===== src/rtl/dht_sched_pkg.sv =====
// rtl/dht_sched_pkg.sv - command/response codes, FSM states and checksum helper for dht_cmd_scheduler
package dht_sched_pkg;

  localparam logic [7:0] CMD_STATUS    = 8'h00;
  localparam logic [7:0] CMD_TEMP      = 8'h01;
  localparam logic [7:0] CMD_HUM       = 8'h02;
  localparam logic [7:0] CMD_CONT_TEMP = 8'h03;
  localparam logic [7:0] CMD_CONT_HUM  = 8'h04;
  localparam logic [7:0] CMD_CONT_OFF  = 8'h05;

  localparam logic [7:0] RESP_STATUS   = 8'h07;
  localparam logic [7:0] RESP_HUM      = 8'h08;
  localparam logic [7:0] RESP_TEMP     = 8'h09;
  localparam logic [7:0] RESP_CONT_OFF = 8'h0A;
  localparam logic [7:0] RESP_FAIL     = 8'h1F;
  localparam logic [7:0] RESP_BAD_ADDR = 8'hFE;
  localparam logic [7:0] RESP_BAD_CMD  = 8'hFF;

  typedef enum logic [2:0] {
    ST_IDLE,
    ST_DECODE,
    ST_START,
    ST_WAIT_SENS,
    ST_FORMAT,
    ST_TX_WAIT,
    ST_TX_FIRE
  } state_t;

  // DHT11 frame: checksum byte is the 8-bit sum of the four data bytes
  function automatic logic checksum_ok(input logic [39:0] d);
    logic [7:0] s;
    s = d[39:32] + d[31:24] + d[23:16] + d[15:8];
    return s == d[7:0];
  endfunction

endpackage


===== src/rtl/cont_tick_timer.sv =====
// rtl/cont_tick_timer.sv - period counter producing the continuous-mode read tick
module cont_tick_timer #(
  parameter int unsigned PERIOD = 100_000_000
) (
  input  logic clk,
  input  logic rst,
  input  logic clear,
  output logic tick
);

  localparam int W = $clog2(PERIOD);

  logic [W-1:0] cnt;

  always_ff @(posedge clk or posedge rst) begin
    if (rst)                cnt <= '0;
    else if (clear || tick) cnt <= '0;
    else                    cnt <= cnt + W'(1);
  end

  assign tick = !clear && (cnt == W'(PERIOD - 1));

endmodule


===== src/rtl/dht_cmd_scheduler.sv =====
// rtl/dht_cmd_scheduler.sv - host command scheduler for a bank of DHT11 controllers
// Optional macro DHT_CHECKSUM_CHECK_EN: sensor frames with a bad checksum count as failed reads.
module dht_cmd_scheduler
  import dht_sched_pkg::*;
#(
  parameter int unsigned N_SENS      = 8,
  parameter int unsigned TIMEOUT_CYC = 2_500_000,
  parameter int unsigned CONT_PERIOD = 100_000_000
) (
  input  logic                      clk,
  input  logic                      rst,
  input  logic [15:0]               rx_data,
  input  logic                      rx_valid,
  output logic [$clog2(N_SENS)-1:0] sens_sel,
  output logic                      sens_start,
  input  logic                      sens_done,
  input  logic                      sens_err,
  input  logic [39:0]               sens_data,
  output logic [15:0]               tx_data,
  output logic                      tx_start,
  input  logic                      tx_busy,
  output logic                      cmd_drop
);

  localparam int SW = $clog2(N_SENS);
  localparam int TW = $clog2(TIMEOUT_CYC);

  state_t        state, next_state;
  logic          pend_valid, pend_take;
  logic [15:0]   pend_data, cur_rx;
  logic [7:0]    cur_cmd, cur_cmd_nxt;
  logic [SW-1:0] sel_nxt, cont_sel;
  logic [TW-1:0] tout_cnt;
  logic [15:0]   resp_q, resp_nxt;
  logic          resp_load;
  logic          cont_en, cont_hum, cont_set, cont_clr;
  logic          tick, tick_pend, tick_take, tick_clr;
  logic          addr_ok, timeout, sum_ok;

`ifdef DHT_CHECKSUM_CHECK_EN
  assign sum_ok = checksum_ok(sens_data);
`else
  logic unused_sens;
  assign sum_ok      = 1'b1;
  assign unused_sens = ^{sens_data[31:24], sens_data[15:0]};
`endif

  assign addr_ok  = 32'(cur_rx[7:0]) < N_SENS;
  assign timeout  = tout_cnt == TW'(TIMEOUT_CYC - 1);
  assign tick_clr = !cont_en || cont_set;

  cont_tick_timer #(.PERIOD(CONT_PERIOD)) u_tick (
    .clk   (clk),
    .rst   (rst),
    .clear (tick_clr),
    .tick  (tick)
  );

  always_ff @(posedge clk or posedge rst) begin
    if (rst) state <= ST_IDLE;
    else     state <= next_state;
  end

  always_comb begin
    next_state  = state;
    pend_take   = 1'b0;
    tick_take   = 1'b0;
    sel_nxt     = sens_sel;
    cur_cmd_nxt = cur_cmd;
    resp_load   = 1'b0;
    resp_nxt    = resp_q;
    cont_set    = 1'b0;
    cont_clr    = 1'b0;
    case (state)
      ST_IDLE: begin
        // host commands take priority over a waiting continuous tick
        if (pend_valid) begin
          pend_take  = 1'b1;
          next_state = ST_DECODE;
        end else if (tick_pend) begin
          tick_take   = 1'b1;
          sel_nxt     = cont_sel;
          cur_cmd_nxt = cont_hum ? CMD_HUM : CMD_TEMP;
          next_state  = ST_START;
        end
      end
      ST_DECODE: begin
        if (cur_rx[15:8] > CMD_CONT_OFF) begin
          resp_load  = 1'b1;
          resp_nxt   = {RESP_BAD_CMD, 8'h00};
          next_state = ST_FORMAT;
        end else if (!addr_ok) begin
          resp_load  = 1'b1;
          resp_nxt   = {RESP_BAD_ADDR, cur_rx[7:0]};
          next_state = ST_FORMAT;
        end else if (cur_rx[15:8] == CMD_CONT_OFF) begin
          cont_clr   = 1'b1;
          resp_load  = 1'b1;
          resp_nxt   = {RESP_CONT_OFF, 8'h00};
          next_state = ST_FORMAT;
        end else begin
          sel_nxt    = cur_rx[SW-1:0];
          next_state = ST_START;
          if (cur_rx[15:8] == CMD_CONT_TEMP) begin
            cont_set    = 1'b1;
            cur_cmd_nxt = CMD_TEMP;
          end else if (cur_rx[15:8] == CMD_CONT_HUM) begin
            cont_set    = 1'b1;
            cur_cmd_nxt = CMD_HUM;
          end else begin
            cur_cmd_nxt = cur_rx[15:8];
          end
        end
      end
      ST_START: next_state = ST_WAIT_SENS;
      ST_WAIT_SENS: begin
        if (sens_done || sens_err || timeout) begin
          resp_load  = 1'b1;
          next_state = ST_FORMAT;
          if (sens_done && !sens_err && sum_ok) begin
            case (cur_cmd)
              CMD_TEMP: resp_nxt = {RESP_TEMP, sens_data[23:16]};
              CMD_HUM:  resp_nxt = {RESP_HUM, sens_data[39:32]};
              default:  resp_nxt = {RESP_STATUS, 8'h00};
            endcase
          end else begin
            resp_nxt = {RESP_FAIL, 8'h00};
          end
        end
      end
      ST_FORMAT:  next_state = ST_TX_WAIT;
      ST_TX_WAIT: if (!tx_busy) next_state = ST_TX_FIRE;
      ST_TX_FIRE: next_state = ST_IDLE;
      default:    next_state = ST_IDLE;
    endcase
  end

  always_ff @(posedge clk or posedge rst) begin
    if (rst) begin
      pend_valid <= 1'b0;
      pend_data  <= '0;
      cur_rx     <= '0;
      cur_cmd    <= '0;
      sens_sel   <= '0;
      sens_start <= 1'b0;
      tout_cnt   <= '0;
      resp_q     <= '0;
      tx_data    <= '0;
      tx_start   <= 1'b0;
      cmd_drop   <= 1'b0;
      cont_en    <= 1'b0;
      cont_hum   <= 1'b0;
      cont_sel   <= '0;
      tick_pend  <= 1'b0;
    end else begin
      // a slot freed by this cycle's drain can take the arriving command
      if (rx_valid && (!pend_valid || pend_take)) begin
        pend_valid <= 1'b1;
        pend_data  <= rx_data;
      end else if (pend_take) begin
        pend_valid <= 1'b0;
      end
      cmd_drop <= rx_valid && pend_valid && !pend_take;
      if (pend_take) cur_rx <= pend_data;

      if (next_state == ST_START) begin
        sens_sel <= sel_nxt;
        cur_cmd  <= cur_cmd_nxt;
      end
      sens_start <= next_state == ST_START;
      tx_start   <= next_state == ST_TX_FIRE;

      if (state == ST_START)          tout_cnt <= '0;
      else if (state == ST_WAIT_SENS) tout_cnt <= tout_cnt + TW'(1);

      if (resp_load)          resp_q  <= resp_nxt;
      if (state == ST_FORMAT) tx_data <= resp_q;

      if (cont_set) begin
        cont_en  <= 1'b1;
        cont_hum <= cur_rx[15:8] == CMD_CONT_HUM;
        cont_sel <= cur_rx[SW-1:0];
      end else if (cont_clr) begin
        cont_en <= 1'b0;
      end

      // at most one tick is remembered while the scheduler is busy
      if (cont_set || cont_clr) tick_pend <= 1'b0;
      else if (tick)            tick_pend <= 1'b1;
      else if (tick_take)       tick_pend <= 1'b0;
    end
  end

endmodule

===== config.mk =====
export PLATFORM = sky130hd
export DESIGN_NAME = dht_cmd_scheduler
export DESIGN_NICKNAME = d
export VERILOG_FILES = /design/src/rtl/dht_sched_pkg.sv /design/src/rtl/cont_tick_timer.sv /design/src/rtl/dht_cmd_scheduler.sv
export SDC_FILE = /design/constraint.sdc
export NUM_CORES = 1
export LEC_CHECK = 0
export CORE_MARGIN = 4
export CORE_UTILIZATION = 40
export CTS_CLUSTER_SIZE = 40
export DETAILED_ROUTE_END_ITERATION = 8
export PLACE_DENSITY = 0.59
export SETUP_SLACK_MARGIN = 0.02
export SLEW_MARGIN = 10
export SYNTH_ARGS = -nofsm -noshare
export SYNTH_HDL_FRONTEND = slang
export SYNTH_SLANG_ARGS = --single-unit
export TNS_END_PERCENT = 1

===== constraint.sdc =====
create_clock -name clk -period 5.5 [get_ports clk]
set_clock_uncertainty 0.15 [all_clocks]
set_input_delay 1.1 -clock clk [delete_from_list [all_inputs] [get_ports clk]]
set_output_delay 1.1 -clock clk [all_outputs]
set_load 0.02 [all_outputs]

==> summary.txt <==
Status -> complete, no violations
CP max stage delay -> 0.77 ns
Cell type with the largest total area after synthesis -> dfrtp_1
Die Footprint -> 0.01745 mm²
Iter 0 DRT Violations -> 192
Number of synthesis warnings -> 0
Synth Flop Type -> dfrtp_1
Area fraction of the dominant cell type after synthesis -> 54.03%
DRT Pass-1 Iters -> 5
Synth Area in XOR/XNOR -> 5.119%
Setup violators final -> 0
Final Util -> 49.63%
Final TNS setup -> 0 ns
Fmax achieved -> 351.5 MHz
Crit path kind -> flop to flop
Vias in the first global route -> 4386
Worst vdd ir -> 0.0002730 V
Filler instances -> 1349
Commonest cells post-synth -> 133 x dfrtp_1, 57 x nor2_1, 53 x mux2_2
Row count -> 45
Die H -> 132.1 µm
Clk sinks -> 133
Pwr Density -> 487.3 mW/mm²
Final worst-path cycle share -> 51.73%
Worst-path clk slew -> 0.06 ns
Synth-to-layout area growth -> 22.04%
Starting Density -> 40.67%
Critical-path cell list -> inv_1 -> nor3_1 -> a32oi_2 -> mux2_1
CP max FO -> 20
Largest family of logic cells by synthesized area -> simple AND/OR/NAND/NOR gates
Setup bufs post-CTS -> 0
Syn avg cell area -> 11.14 µm²
Gpl congestion -> 0.8160
Synth Area in Adders -> 0.4063%
Total Wirelength -> 12480 µm
Antenna cells -> 0
Largest net degree at the start of global routing -> 63
Fin. Hold Viols -> 0
Synthesized Nets -> 617
Core Region -> 0.01515 mm²
Worst setup SP type -> flop
Most common cell in the netlist -> dfrtp_1
Global-route wire length before repair -> 21140 µm
Layout cells sized above 1 -> 16.08%
Hold Worst Slack -> 0.3368 ns
Vias per cell -> 5.288
Cell area after layout -> 0.007517 mm²
Mapped cell area -> 0.006160 mm²
Clk buf depth -> 2
Worst path required time -> 5.65 ns
Vias -> 4283
Worst skew pair latency -> 0.42 ns
EDFF count, synth -> 0
Synth Register Bits -> 133
Compound-Gate Fraction of Synth Area -> 7.434%
Synth Area in Simple Gates -> 17.83%
Synth unique cells -> 54
RSZ-0062 raised after global routing -> false
Input/output buffers -> 59
Hold crit path type -> flop to flop
Fin. max-slew vios -> 0
CTS Buf Count -> 17
Remaining DRCs -> 0
All-Layer GR Usage -> 15.05%
Chip Width -> 132.1 µm
Nets -> 673
Global route total overflow -> 0
Final HPWL DP -> 8600 µm
Slew HR -> 24.24%
Ports -> 84
H-Tree Depth -> 4
Register Area -> 0.003328 mm²
CTS resizes -> 0
Max-cap violations -> 0
Dominant cells by area after synthesis -> dfrtp_1 54%, mux2_2 9.7%, nor2_1 3.5%, a22o_1 2.6%, xnor2_1 2.6%
WP data arrival -> 3.00 ns
Root buffer cell -> clkbuf_16
CP max-delay cell -> dfrtp_1
Multi-input logic area -> 0.002645 mm²
Post-DP Area -> 0.006878 mm²
Hold_buf cts -> 0
Seq/Total Area, Yosys -> 54.03%
Mux cell area share after synthesis -> 11.82%
Mapped Cells -> 553
Antenna viol nets, final -> 0
Worst setup EP type -> flop
Fraction of registers with async set/reset -> 100.0%
DR WL/cell -> 15.41 µm
Total leakage power -> 3.282 nW
Final Critical Period -> 2.845 ns
Placed cells -> 778
Initial antenna violation count -> 0
CTS tree -> done
Worst Tran Pin Value -> 1.131 ns
Fin cells -> 810
-- placed cells by master (no fill, tap or decap), drive strengths merged, types with 12 or more instances in the layout --
cell type,synthesis,final
nor3,16,16
nand2,41,41
a21oi,16,16
clkdlybuf4s50,0,59
a22o,18,18
mux2,62,62
inv,16,17
nand3,27,27
nor2,58,58
dfrtp,133,133
o21ai,18,18
xnor2,18,18
nand4,12,12
xor2,18,18
clkbuf,12,20
-- power by group --
part | total (W) | internal, W | switching [W]
registers | 0.00150 | 0.00125 | 0.000249
clock network | 0.00120 | 0.000781 | 0.000421
logic | 0.000961 | 0.000500 | 0.000461
total | 0.00366 | 0.00253 | 0.00113
-- area by class of cell --
class,count,area share [%]
Sequential cell,133,44.27
Multi-Input combinational cell,379,35.19
Timing Repair Buffer,62,8.156
Clock buffer,20,6.075
Tap cell,188,3.129
Clock inverter,12,2.347
Inverter,16,0.8322
-- stage by stage --
stage               setup slack (ns)  total power [W]
floorplan                     0.6956         0.002179
global placement               2.267         0.002461
detailed placement             2.227         0.002493
CTS                            2.613         0.003705
global route                   2.346         0.003871
finish                         2.655         0.003663
-- routing by layer --
metal | global-route usage [%] | wire length (µm) | vias up
met2 | 24.94 | 6060 | 68
met4 | 6.651 | 254 | 0
met1 | 18.27 | 5730 | 2136
li1 | - | - | 2057
met3 | 4.427 | 436 | 22
met5 | 0 | 0 | -
-- sequential cells by signal, summed over array words and instances, names as in the netlist, 3 cells and up --
| name | cells |
|---|---|
| cur_rx | 16 |
| pend_data | 16 |
| u_tick.cnt | 27 |
| resp_q | 14 |
| sens_sel | 3 |
| tx_data | 14 |
| cont_sel | 3 |
| tout_cnt | 22 |
| cur_cmd | 8 |
| state | 3 |
-- critical path, delay by kind of cell, from the launching register on --
| kind | cells | cell delay (ns) |
|---|---|---|
| buffers and inverters | 1 | 0.26 |
| multiplexers | 1 | 0.44 |
| AO/OA/AOI/OAI | 1 | 0.38 |
| flip-flops | 1 | 0.77 |
| AND/OR/NAND/NOR | 1 | 0.71 |
-- kinds of logic (layout without fill, tap and decap cells) --
group	count (synthesis)	in the layout
buffers and inverters	41	110
AOI/OAI and AO/OA	66	66
xor gates and xnor gates	36	36
DFF	133	133
adders and majority gates	2	2
muxes	65	65
and+or+nand+nor	210	210
-- worst paths after layout --
path                             start  cells after the start  slack [ns]          end
hold reg to reg            tout_cnt[1]                      2        0.34  tout_cnt[1]
setup / recovery              state[0]                      4        2.65    resp_q[3]
hold / removal             tout_cnt[1]                      2        0.34  tout_cnt[1]
max in group asynchronous          rst                      3        3.20   cur_cmd[4]
setup reg to reg              state[0]                      4        2.65    resp_q[3]
min in group asynchronous          rst                      2        1.03     tx_start
Note: power is estimated with default switching activity, not from simulation.
